$ cat config.mk
export PLATFORM = sky130hd
export DESIGN_NAME = csa_sum10
export DESIGN_NICKNAME = d
export VERILOG_FILES = /design/src/rtl/csa_pkg.sv /design/src/rtl/csa_fa.sv /design/src/rtl/csa_sum10.sv
export SDC_FILE = /design/constraint.sdc
export NUM_CORES = 1
export LEC_CHECK = 0
export CORE_ASPECT_RATIO = 1.5
export CORE_MARGIN = 3
export CORE_UTILIZATION = 38
export DETAILED_ROUTE_END_ITERATION = 8
export MAX_ROUTING_LAYER = met4
export PLACE_DENSITY = 0.86
export SLEW_MARGIN = 20
export SYNTH_ARGS = -nofsm -noshare
export SYNTH_HDL_FRONTEND = slang
export SYNTH_SLANG_ARGS = --single-unit
$ cat constraint.sdc
create_clock -name clk -period 1.1 [get_ports clk]
set_input_delay 0.11 -clock clk [delete_from_list [all_inputs] [get_ports clk]]
set_output_delay 0.11 -clock clk [all_outputs]
set_load 0.1 [all_outputs]
$ cat src/rtl/csa_pkg.sv
`default_nettype none
// ============================================================================
//  Module   : csa_pkg
//  Purpose  : Shared widths, the carry-save row type and a helper that gives
//             the number of rows left after each 3:2 reduction level of the
//             ten-operand adder.
//  Contents : OP_W, N_OPS, SUM_W, ROW_W, N_LEVELS, csa_row_t, rows_at()
//  Revision : 1.0  initial release
// ============================================================================
package csa_pkg;

  localparam int OP_W     = 8;   // operand width
  localparam int N_OPS    = 10;  // number of operands
  localparam int SUM_W    = 18;  // width of the registered sum
  localparam int ROW_W    = 12;  // 10 * 255 = 2550 < 4096
  localparam int N_LEVELS = 5;   // 10 -> 7 -> 5 -> 4 -> 3 -> 2

  typedef logic [ROW_W-1:0] csa_row_t;

  // Rows present at the input of level lvl. Each level groups the rows in
  // threes, and every group of three becomes two rows. Rows that do not fill
  // a group are passed through unchanged.
  function automatic int rows_at(input int lvl);
    int n;
    n = N_OPS;
    for (int k = 0; k < lvl; k++) begin
      n = n - (n / 3);
    end
    return n;
  endfunction

endpackage
`default_nettype wire

$ cat src/rtl/csa_fa.sv
`default_nettype none
// ============================================================================
//  Module   : csa_fa
//  Purpose  : 1-bit full adder. It is used as the 3:2 compressor cell and as
//             the ripple cell of the carry-propagate adder.
//  Ports    : x, y, z  - addend bits
//             sum      - x ^ y ^ z
//             cout     - majority(x, y, z)
//  Revision : 1.0  initial release
// ============================================================================
module csa_fa (
  input  logic x,
  input  logic y,
  input  logic z,
  output logic sum,
  output logic cout
);

  assign sum  = x ^ y ^ z;
  assign cout = (x & y) | (x & z) | (y & z);

endmodule
`default_nettype wire

$ cat src/rtl/csa_sum10.sv
`default_nettype none
// ============================================================================
//  Module   : csa_sum10
//  Purpose  : Adds ten unsigned 8-bit operands. A 3:2 carry-save tree reduces
//             the operands to two rows (10->7->5->4->3->2). A 12-bit ripple
//             carry-propagate adder then adds those two rows, and the result
//             is registered as an 18-bit sum.
//  Ports    : clk          - clock, rising edge
//             rst_n        - asynchronous active-low reset
//             a .. j       - 8-bit unsigned operands, sampled every edge
//             s            - 18-bit registered sum (s[17:12] always 0)
//  Options  : CSA_PIPE_EN  - when defined, the two carry-save rows are
//                            registered ahead of the carry-propagate adder.
//                            Latency becomes 2 cycles. When undefined, the
//                            latency is 1 cycle.
//  Revision : 1.0  initial release
// ============================================================================
module csa_sum10
  import csa_pkg::*;
(
  input  logic             clk,
  input  logic             rst_n,
  input  logic [OP_W-1:0]  a,
  input  logic [OP_W-1:0]  b,
  input  logic [OP_W-1:0]  c,
  input  logic [OP_W-1:0]  d,
  input  logic [OP_W-1:0]  e,
  input  logic [OP_W-1:0]  f,
  input  logic [OP_W-1:0]  g,
  input  logic [OP_W-1:0]  h,
  input  logic [OP_W-1:0]  i,
  input  logic [OP_W-1:0]  j,
  output logic [SUM_W-1:0] s
);

  // tree[l][r] is row r at the input of level l. Slots above the live row
  // count of a level are tied to zero and never read.
  csa_row_t        tree [N_LEVELS+1][N_OPS];
  logic [OP_W-1:0] ops  [N_OPS];

  assign ops = '{a, b, c, d, e, f, g, h, i, j};

  for (genvar n = 0; n < N_OPS; n++) begin : g_load
    assign tree[0][n] = ROW_W'(ops[n]);
  end

  // --------------------------------------------------------------------------
  // Carry-save reduction tree
  // --------------------------------------------------------------------------
  for (genvar l = 0; l < N_LEVELS; l++) begin : g_level
    localparam int N_IN  = rows_at(l);
    localparam int N_GRP = N_IN / 3;
    localparam int N_OUT = N_IN - N_GRP;

    for (genvar k = 0; k < N_GRP; k++) begin : g_grp
      logic [ROW_W-2:0] sm;
      logic [ROW_W-2:0] cy;

      for (genvar bt = 0; bt < ROW_W-1; bt++) begin : g_bit
        csa_fa u_fa (
          .x    (tree[l][3*k][bt]),
          .y    (tree[l][3*k+1][bt]),
          .z    (tree[l][3*k+2][bt]),
          .sum  (sm[bt]),
          .cout (cy[bt])
        );
      end

      // A carry out of the top column would weigh 2^12. Every row is bounded
      // by the total sum (<= 2550), so that carry is always 0. Only the sum
      // bit is formed for the top column.
      assign tree[l+1][2*k]   = {tree[l][3*k][ROW_W-1] ^ tree[l][3*k+1][ROW_W-1]
                                 ^ tree[l][3*k+2][ROW_W-1], sm};
      assign tree[l+1][2*k+1] = {cy, 1'b0};
    end

    for (genvar p = 0; p < N_IN - 3*N_GRP; p++) begin : g_pass
      assign tree[l+1][2*N_GRP+p] = tree[l][3*N_GRP+p];
    end

    for (genvar o = N_OUT; o < N_OPS; o++) begin : g_idle
      assign tree[l+1][o] = '0;
    end
  end

  // --------------------------------------------------------------------------
  // Optional register between the tree and the carry-propagate adder
  // --------------------------------------------------------------------------
  csa_row_t cpa_x;
  csa_row_t cpa_y;

`ifdef CSA_PIPE_EN
  always_ff @(posedge clk or negedge rst_n) begin
    if (!rst_n) begin
      cpa_x <= '0;
      cpa_y <= '0;
    end else begin
      cpa_x <= tree[N_LEVELS][0];
      cpa_y <= tree[N_LEVELS][1];
    end
  end
`else
  assign cpa_x = tree[N_LEVELS][0];
  assign cpa_y = tree[N_LEVELS][1];
`endif

  // --------------------------------------------------------------------------
  // 12-bit ripple carry-propagate adder
  // --------------------------------------------------------------------------
  csa_row_t cpa_sum;
  logic [ROW_W-1:0] rc;

  assign rc[0] = 1'b0;

  for (genvar bt = 0; bt < ROW_W-1; bt++) begin : g_cpa
    csa_fa u_fa (
      .x    (cpa_x[bt]),
      .y    (cpa_y[bt]),
      .z    (rc[bt]),
      .sum  (cpa_sum[bt]),
      .cout (rc[bt+1])
    );
  end

  // The result fits in 12 bits, so the final carry out is always 0.
  assign cpa_sum[ROW_W-1] = cpa_x[ROW_W-1] ^ cpa_y[ROW_W-1] ^ rc[ROW_W-1];

  // --------------------------------------------------------------------------
  // Output register
  // --------------------------------------------------------------------------
  always_ff @(posedge clk or negedge rst_n) begin
    if (!rst_n) begin
      s <= '0;
    end else begin
      s <= SUM_W'(cpa_sum);
    end
  end

endmodule
`default_nettype wire

# After elaboration in Yosys (flattened, before gate mapping)

Index checks and enable logic that the tools add are counted.
Widths: inputs -> output; s select.

Flip-flop bits (word level): 12
Input bits: 82
Output and inout port bits: 18
Logic and storage cells: 497

Bitwise operators: 496

Operator list:

| cell        | count |
|---|---|
| $and 1x1->1 | 214 |
| $xor 1x1->1 | 146 |
| $or 1x1->1  | 136 |

# Depth between registers and ports, before layout

Gate-level depths: netlist of the first run.

Word-level depth: 39
Depth in mapped cells: 24
Gate-level depth less buffers: 24

# Modules after synthesis

From an unflattened synthesis of the first run, not the netlist that was laid out.

Cells, all modules: 125
Area total of the unflattened synthesis: 2,413.6 um^2

Modules (own cells, without submodules):

| module    | instances | cells an instance | area each (um^2) | seq. area each (um^2) |
|---|---|---|---|---|
| csa_fa    | 99        | 1                 | 20.0             | 0.0 |
| csa_sum10 | 1         | 26                | 431.7            | 300.3 |

# Worst setup path after synthesis of the first run

Ideal clock, no wire load.

Path type: input-to-reg
From: input port a[2]
To: register s[10]
Setup time: 64 ps
Arrival: 6,019 ps
Required time: 1,036 ps
Setup slack: -4,983 ps
Stages: 24
Path buffers: 0
Cell sequence: inv_1 fa_1 inv_1 fa_1 inv_1 fa_1 inv_1 fa_1 inv_1 fa_1 fa_1 inv_1 fa_1 inv_1 fa_1 inv_1 fa_1 fa_1 fa_1 fa_1 inv_1 fa_1 fa_1 inv_1

Longest elaborated chain between the ends: 35
Elaborated cells on any way between the ends: 134
Classes of those cells: bitwise (134)

RTL lines:

| item                         | line             | text |
|---|---|---|
| start, declared              | csa_sum10.sv:23  | `input logic [OP_W-1:0] a,` |
| $xor 1x1->1 (10 in series)   | csa_fa.sv:19     | `assign sum = x ^ y ^ z;` |
| $and 1x1->1                  | csa_fa.sv:20     | `assign cout = (x & y) \| (x & z) \| (y & z);` |
| $or 1x1->1 (2 in series)     | csa_fa.sv:20     |  |
| $and 1x1->1                  | csa_fa.sv:20     |  |
| $or 1x1->1 (2 in series)     | csa_fa.sv:20     |  |
| $and 1x1->1                  | csa_fa.sv:20     |  |
| $or 1x1->1 (2 in series)     | csa_fa.sv:20     |  |
| $and 1x1->1                  | csa_fa.sv:20     |  |
| [8 not listed]               | n/a              |  |
| $and 1x1->1                  | csa_fa.sv:20     |  |
| $or 1x1->1                   | csa_fa.sv:20     |  |
| $or 1x1->1 *                 | csa_fa.sv:20     |  |
| $and 1x1->1                  | csa_fa.sv:20     |  |
| $or 1x1->1                   | csa_fa.sv:20     |  |
| $or 1x1->1 *                 | csa_fa.sv:20     |  |
| $xor 1x1->1 *                | csa_fa.sv:19     |  |
| named net g_cpa[10].u_fa.sum | csa_fa.sv:15     | `output logic sum,` |
| end signal, assigned         | csa_sum10.sv:135 | `s <= SUM_W'(cpa_sum);` |
| end, declared                | csa_sum10.sv:33  | `output logic [SUM_W-1:0] s` |

Mark *: on every way through the listed nets, which the timed path passes. The rest lies on a longest branch.

# Final worst setup path of the first run

From: input port i[2]
To: register s[10]

Longest elaborated chain between the ends: 33
Elaborated cells on any way between the ends: 109
Classes of those cells: bitwise (109)

RTL lines:

| item                         | line            | text |
|---|---|---|
| start, declared              | csa_sum10.sv:31 | `input logic [OP_W-1:0] i,` |
| $xor 1x1->1 (8 in series)    | csa_fa.sv:19    |  |
| $and 1x1->1                  | csa_fa.sv:20    |  |
| $or 1x1->1 (2 in series)     | csa_fa.sv:20    |  |
| $and 1x1->1                  | csa_fa.sv:20    |  |
| $or 1x1->1 (2 in series)     | csa_fa.sv:20    |  |
| $and 1x1->1                  | csa_fa.sv:20    |  |
| $or 1x1->1 (2 in series)     | csa_fa.sv:20    |  |
| $and 1x1->1                  | csa_fa.sv:20    |  |
| [8 not listed]               | n/a             |  |
| $and 1x1->1                  | csa_fa.sv:20    |  |
| $or 1x1->1                   | csa_fa.sv:20    |  |
| $or 1x1->1 *                 | csa_fa.sv:20    |  |
| $and 1x1->1                  | csa_fa.sv:20    |  |
| $or 1x1->1                   | csa_fa.sv:20    |  |
| $or 1x1->1 *                 | csa_fa.sv:20    |  |
| $xor 1x1->1 *                | csa_fa.sv:19    |  |
| named net g_cpa[10].u_fa.sum | csa_fa.sv:15    |  |

Marked as above.

==> run summary, run 1 <==
Post-DRT Antenna Nets = 0
Vias after detailed routing = 1565
Seq/Total Area, Yosys = 13.4%
P&R area growth vs syn = 54.7%
Pre-CTS setup slack = -5420 ps
Synth area leader = fa_1
Post-DP HPWL = 4840 um
Avg WL per Cell = 13.8 um
Count of final hold-check violations = 0
Antenna violations before repair = 0
Setup slack after layout = -4720 ps
PD cells = 3000 nW/um^2
DP Area = 3410 sq um
Yosys reg bits = 12
Drt drc = 0
Ys Warns = 0
Fin crit period = 5820 ps
Max stage delay on crit path = 560 ps
Biggest regs = s x12
Largest net degree at the start of global routing = 13
Yosys cell types = 6
CP max stage cell = fa_1
Share of post-route cells with drive strength above 1 = 28.0%
Final slew viol count = 0
Post-synthesis instance total = 202
Total CTS buffers = 3
Maximum fanout along the worst path = 1
# diodes = 0
Synth top area share = 61.5%
Drt pass-1 iters = 2
Hold Path Class = in2async
Worst path buffer plus inverter count = 9
CTS tree = done
Worst setup SP type = primary input
Peak supply drop = 1.62 mV
Max FFs per register = 12
Comb power frac = 86.5%
Synth Area in Simple Gates = 0%
Reg with most FFs = s
Crit path to = s[10]
Status = complete, but fails checks
Total GRT Usage = 16.1%
LEAKAGE = 1.75 nW
Initial Util = 40.3%
Peak Freq = 0.172 GHz
Final #Nets = 463
Post-CTS setup buffer count = 0
Critical path launch point = i[2]
Psw = 5.47 mW
Sw frac = 52.5%
Cell mode on critical path = fa_2
Clock power frac = 3.6%
RePlAce Congestion = 0.735
Final setup violation count = 12
WP data required = 1270 ps
Post-synthesis mux area share = 0%
Largest family of logic cells by synthesized area = adder cells
XOR/XNOR Fraction of Synth Area = 0%
Post-synthesis compound-gate area fraction = 0%
Int Pwr = 4.95 mW
First-pass GRT wire length = 7850 um
Crit path DAT = 5990 ps
Via density = 4.23
Port buffer count = 93
# clock sinks = 12
Longest Clk Path Bufs = 2
DIE HEIGHT = 100 um
H-Tree Level Count = 1
Period utilization = 529%
Vias in the first global route = 1952
Failing checks = setup timing
Width of the die = 68.8 um
WP depth = 23
Synth top area cells = fa_1 (62%), inv_1 (17%), dfrtp_1 (13%), ha_1 (5.6%), buf_4 (2.0%)
Endpoint class of the critical path = register
Adder-cell area share of the yosys netlist = 67.1%
CP delay by family, top = adder cells
Root Driver = clkbuf_8
Post-route design area = 3470 sq um
Iter 0 DRT Violations = 7
Netlist Area Pre-Place = 2250 sq um
Die Footprint = 6890 sq um
Worst-path clk slew = 50 ps
RSZ-0062 raised after global routing = true
Core Box Area = 5570 sq um
GRT overflow = 0
Ports = 100
Floorplan row count = 33
CP cell instances = buf_6 > fa_1 > fa_1 > inv_2 > fa_1 > inv_2 > fa_1 > inv_1 > fa_1 > fa_2 > inv_2 > fa_2 > inv_2 > fa_2 > inv_2 > fa_2 > fa_2 > fa_2 > fa_2 > inv_2 > fa_2 > fa_1 > inv_1
Reg power frac = 10.0%
Syn_area_per_cell = 11.1 sq um
Maxcap violations = 0
Critical path class = in2reg
WL final = 5100 um
[synth_stat cells]
library cell	n
inv_1	104
conb_1	1
ha_1	10
buf_4	6
dfrtp_1	12
fa_1	69
[kinds of logic after synthesis]
| family | after synthesis |
|---|---|
| buffers and inverters | 110 |
| other | 1 |
| DFF | 12 |
| adders and majority gates | 79 |
[layout by cell type, fill, tap and decap left out]
cell type and count:
buf_4 4, inv_2 22, buf_6 5, dlygate4sd2_1 14, ha_1 4, fa_2 15
ha_4 6, inv_1 79, clkbuf_2 2, conb_1 6, dfrtp_1 12, clkdlybuf4s50_1 45
clkbuf_8 3, buf_12 12, buf_8 1, inv_4 2, buf_2 11, clkdlybuf4s15_1 2
fa_1 54, inv_8 1
[routing by layer]
layer	routed length, um	part of all wire, %	GRT usage (%)
met1	1190	23	12.2
met4	0	0	0.450
met5	0	0	-
met3	451	8.8	4.37
met2	3460	68	35.1
[worst min path at each step]
stage | start | to | slack [ps]
6_report | rst_n | s[6] | 190
5_1_grt | rst_n | s[0] | 200
4_1_cts | rst_n | s[6] | 190
3_5_place_dp | rst_n | s[1] | 430
3_3_place_gp | rst_n | s[2] | 430
2_1_floorplan | rst_n | s[0] | -190
[layout make-up]
class	instances	area [sq um]
clock buffers	3	41.3
repair buffers	96	1000
fillers	455	2100
flip-flops and latches	12	300
well taps	70	87.6
multi-input cells	85	1640
inverters	104	403
[what timing repair did]
item                       in CTS  in global routing
pin swaps                      39                 21
gates cloned                    0                  0
resized for setup             113                 18
hold buffers                    0                  0
setup endpoints to repair      12                 12
[power groups by stage]
stage                     sequential, mW  combinational, mW  clock (mW)
after global placement              1.05               8.12           0
after detailed placement            1.05               8.81           0
final                               1.04               9.01       0.370
after floorplan                     2.52               4.38           0
after CTS                           1.05               9.25       0.387
after global routing                1.06               10.2       0.421
[per-stage QoR]
stage,power [mW],cells,util [%],setup TNS [ps],hold slack [ps]
2_1_floorplan,6.89,207,-,-37810,-186
3_3_place_gp,9.17,367,61.1,-45640,426
3_5_place_dp,9.86,367,61.1,-46240,434
4_1_cts,10.7,370,62.0,-38860,191
5_1_grt,11.7,370,62.3,-39160,204
6_report,10.4,370,62.3,-37740,189
Power figures use the tool's default switching activity.
==> inputs of run 2 (changes only) <==
--- a/config.mk
+++ b/config.mk
@@ -7,11 +7,13 @@
 export LEC_CHECK = 0
 export CORE_ASPECT_RATIO = 1.5
 export CORE_MARGIN = 3
-export CORE_UTILIZATION = 38
+export CORE_UTILIZATION = 35
+export CTS_CLUSTER_DIAMETER = 40
 export DETAILED_ROUTE_END_ITERATION = 8
 export MAX_ROUTING_LAYER = met4
-export PLACE_DENSITY = 0.86
+export PLACE_DENSITY = 0.81
 export SLEW_MARGIN = 20
 export SYNTH_ARGS = -nofsm -noshare
 export SYNTH_HDL_FRONTEND = slang
 export SYNTH_SLANG_ARGS = --single-unit
+export TNS_END_PERCENT = 30
==> run 2 against run 1 <==
Compared with the run above: the flow still finishes with violations (setup timing); die area increased by 7.9%; worst hold slack got worse by 16 ps; via count decreased by 0.45%; count of clock-buffer cells in the layout increased by 1; non-clock buffer count unchanged; critical path type unchanged; largest power group unchanged; global-route usage decreased by 2.0 points; highest routed layer unchanged; final area increased by 0.83%; clock power increased by 27%; core utilization decreased by 5.6 points; sequential share of layout area decreased by 0.071 points; combinational power decreased by 3.4%; critical endpoint unchanged; first-iteration DRC count unchanged.
==> run summary, run 2 (synthesis results as in run 1) <==
Top routing layer used = met3
LEAKAGE = 1.78 nW (+1.9%)
RSZ-0062 raised after global routing = true
Worst setup SP type = primary input
Metal-1 WL = 1310 um (+10%)
RePlAce Congestion = 0.822 (+12%)
Post-DRT Antenna Nets = 0 (unchanged)
CP delay by family, top = adder cells
Post-Layout Cell Count = 375 (+1.4%)
Final slew viol count = 0 (unchanged)
Post-DP HPWL = 4520 um (-6.7%)
Crit path DAT = 5940 ps (-50 ps)
DP Cell Count = 371 (+1.1%)
Endpoint class of the critical path = register
Total CTS buffers = 3 (unchanged)
Crit path to = s[10]
Biggest regs = s x12
Peak Freq = 0.173 GHz (+0.92%)
Final #Nets = 463 (unchanged)
Core Box Area = 6170 sq um (+11%)
Status = complete, but fails checks
# diodes = 0 (unchanged)
CTS tree = done
Critical path launch point = b[2]
DR WL met2 = 2930 um (-15%)
Root Driver = clkbuf_8
Longest Clk Path Bufs = 2 (unchanged)
DIE HEIGHT = 104 um (+3.9%)
Peak supply drop = 1.57 mV (-3.0%)
Largest net degree at the start of global routing = 13 (unchanged)
WP data required = 1270 ps (about the same)
Hold Path Class = in2async
H-Tree Level Count = 1 (unchanged)
Power Total = 10.2 mW (-2.1%)
Final setup violation count = 12 (unchanged)
# clock sinks = 12 (unchanged)
Fin crit period = 5760 ps (-53.2 ps)
CP max stage cell = fa_1
Setup Total Neg Slack = -38130 ps (-389 ps)
Worst path buffer plus inverter count = 11 (+2)
Antenna violations before repair = 0 (unchanged)
Avg WL per Cell = 12.3 um (-11%)
GRT overflow = 0 (unchanged)
PD cells = 2910 nW/um^2 (-2.9%)
Via density = 4.15 (-1.8%)
Most frequent cells in the layout = inv_1 (81), fa_1 (55), clkdlybuf4s50_1 (52)
Width of the die = 71.4 um (+3.8%)
Critical path class = in2reg
Iter 0 DRT Violations = 7 (unchanged)
Worst-path clk slew = 50 ps (about the same)
Period utilization = 524% (-4.8 points)
Maxcap violations = 0 (unchanged)
Die Footprint = 7430 sq um (+7.9%)
Vias after detailed routing = 1558 (-0.45%)
Most common cell after layout, fill and taps aside = inv_1
Fillers = 503 (+11%)
Port buffer count = 93 (unchanged)
Failing checks = setup timing
Setup slack after layout = -4660 ps (+53.2 ps)
Floorplan row count = 35 (+6.1%)
Met3 WL = 378 um (-16%)
Max stage delay on crit path = 540 ps (-20 ps)
WP depth = 25 (+8.7%)
Drt pass-1 iters = 3 (+1)
WL final = 4620 um (-9.4%)
Max FFs per register = 12 (unchanged)
First-pass GRT wire length = 7980 um (+1.6%)
Total GRT Usage = 14.0% (-2.0 points)
Drt drc = 0 (unchanged)
Ports = 100 (unchanged)
Count of final hold-check violations = 0 (unchanged)
Share of post-route cells with drive strength above 1 = 22.3% (-5.7 points)
Maximum fanout along the worst path = 1 (unchanged)
Vias in the first global route = 1903 (-2.5%)
Reg with most FFs = s
Initial Util = 36.4% (-3.9 points)
P&R area growth vs syn = 55.9%
[run 2: what timing repair did]
item | 4_1_cts | 5_1_grt
setup endpoints to repair | 12 | 12
pin swaps | 31 | 6
buffers inserted | 0 | 0
hold buffers | 0 | 0
resized for setup | 65 | 14
[run 2: cell type report]
class	instances	area, sq um	share of cell area [%]
inverters	104	398	11.4
repair buffers	96	1040	29.8
multi-input cells	85	1610	46.1
clock buffers	4	55.1	1.57
flip-flops and latches	12	300	8.57
well taps	74	92.6	2.64
[run 2: power breakdown]
group	switching (mW)	total, mW	internal, mW
clock	0.153	0.469	0.315
sequential	0.183	1.03	0.848
combinational	4.99	8.70	3.71
total	5.32	10.2	4.87
[run 2: worst min-delay path by stage]
stage,to,slack [ps],cells after the start
after floorplan,s[0],-190,0
after global placement,s[2],420,2
after detailed placement,s[2],430,2
after CTS,s[2],170,2
after global routing,s[2],170,2
final,s[2],170,2
[run 2: routing by layer]
| metal | track usage, % | vias to the layer above |
|---|---|---|
| li1 | - | 695 |
| met3 | 2.71 | 0 |
| met1 | 13.9 | 789 |
| met5 | - | - |
| met2 | 28.3 | 74 |
| met4 | 0.806 | 0 |
[run 2: through the flow]
stage	hold slack, ps	setup slack, ps	instance area (sq um)	util, %
6_report	173	-4660	3500	56.7
5_1_grt	174	-4810	3500	56.7
4_1_cts	173	-4830	3460	56.0
3_5_place_dp	429	-5430	3410	55.3
3_3_place_gp	425	-5330	3410	55.3
2_1_floorplan	-186	-4650	2290	-
==> inputs of run 3 (changes only) <==
--- a/config.mk
+++ b/config.mk
@@ -5,6 +5,7 @@
 export SDC_FILE = /design/constraint.sdc
 export NUM_CORES = 1
 export LEC_CHECK = 0
+export ABC_AREA = 1
 export CORE_ASPECT_RATIO = 1.5
 export CORE_MARGIN = 3
 export CORE_UTILIZATION = 35
==> results of run 3 <==
The final DEF is identical to that of run 2; final timing and power are the same.
==> variant (settings of run 2) <==
Register the output `s` once more, with the module's reset; this adds one clock of latency there. Comments in the files are not updated.
--- a/src/rtl/csa_sum10.sv
+++ b/src/rtl/csa_sum10.sv
@@ -33,4 +33,6 @@
   output logic [SUM_W-1:0] s
 );
+
+  logic [SUM_W-1:0] s_s0;
 
   // tree[l][r] is row r at the input of level l. Slots above the live row
@@ -131,7 +133,15 @@
   always_ff @(posedge clk or negedge rst_n) begin
     if (!rst_n) begin
+      s_s0 <= '0;
+    end else begin
+      s_s0 <= SUM_W'(cpa_sum);
+    end
+  end
+
+  always_ff @(posedge clk or negedge rst_n) begin
+    if (!rst_n) begin
       s <= '0;
     end else begin
-      s <= SUM_W'(cpa_sum);
+      s <= s_s0;
     end
   end
Function: changed (a bounded check fails within 4 cycles, from zero or initial values and one cycle with rst_n low).
==> variant against run 2 <==
Design area up 8.0%; power rose by 8.7%; the flow still finishes with violations (setup timing); synthesized area up 13%; synthesized cell count increased by 5.9%; sequential cell count up 12; routed wire length grew 3.0%; global-route usage decreased by 0.85 points; sequential share of layout area increased by 7.3 points; critical path depth fell by 2; largest cell class unchanged; cell count is 4.3% higher; setup slack better by 30 ps; die area grew 12%; highest routed layer is now met4.
==> variant: results (changes against run 2) <==
max layer used met4; Area after DPL 0.00373 mm^2 (+9.3%); max incr delay on CP 570 ps (+30 ps); 1st-pass router iterations 2 (-1); PwrDens 2930 mW/mm^2 (+0.63%); Adder-Cell Fraction of Synth Area 0.592 (-0.0791); met3 wire length 439 um (+16%); Synth area leaders fa_1, dfrtp_1, inv_1; clk slew on worst S/H paths 70 ps (+20 ps); vias in the first global route 2021 (+6.2%); grt met1 use 0.122 (-0.0171); final setup vio count 12 (unchanged); Final TNS setup -37670 ps (+463 ps); Internal Power 5.57 mW (+14%); status finished with violations; final WL 4.76 mm (+3.0%); Place WS -5430 ps (+5.41 ps); drt first-iter violations 21 (+14); VDD IR max 1.83 mV (+16%); fin nets 475 (+2.6%); top flop regs s: 12 flops, s_s0: 12 flops; Met2 Routed Length 2.96 mm (+0.99%); post-route non-filler standard cell count 391 (+4.3%); failing checks setup timing; worst setup margin -4630 ps (+30.2 ps); gr usage total 0.132 (-0.00845); leakage 1.90 nW (+6.7%); WL met1 1.31 mm (about the same); sequential power share 0.156 (+0.055); CP arrival 5930 ps (about the same); Seq/Total Area, Yosys 0.236 (+0.102); Combinational Power Share 0.793 (-0.060); Synth top cells by count inv_1, fa_1, dfrtp_1
## variant: cell types whose count changed in the layout (fill, tap and decap cells not counted), sizes merged, moves of 2 or more
cell / change
clkdlybuf4s50: +2
dlymetal6s2s: -3
buf: +3
dlygate4sd2: -2
dfrtp: +12
## variant: layout make-up
| type | count | area, um^2 | share of cell area |
|---|---|---|---|
| inverter | 104 | 398 | 0.105 |
| timing repair buffer | 96 | 1040 | 0.274 |
| multi-input combinational | 85 | 1600 | 0.422 |
| clock buffer | 4 | 55.1 | 0.0146 |
| sequential | 24 | 601 | 0.159 |
| tap | 78 | 97.6 | 0.0258 |
## variant: final timing paths
check                            to  startpoint  cells past startpoint  slack [ps]
setup reg to reg               s[4]     s_s0[4]                      0         620
setup / recovery           s_s0[10]        h[2]                     23       -4630
hold / removal                 s[4]       rst_n                      2         200
hold reg to reg                s[9]     s_s0[9]                      0         350
min in group clk               s[9]     s_s0[9]                      0         350
max in group asynchronous      s[7]       rst_n                      2         760
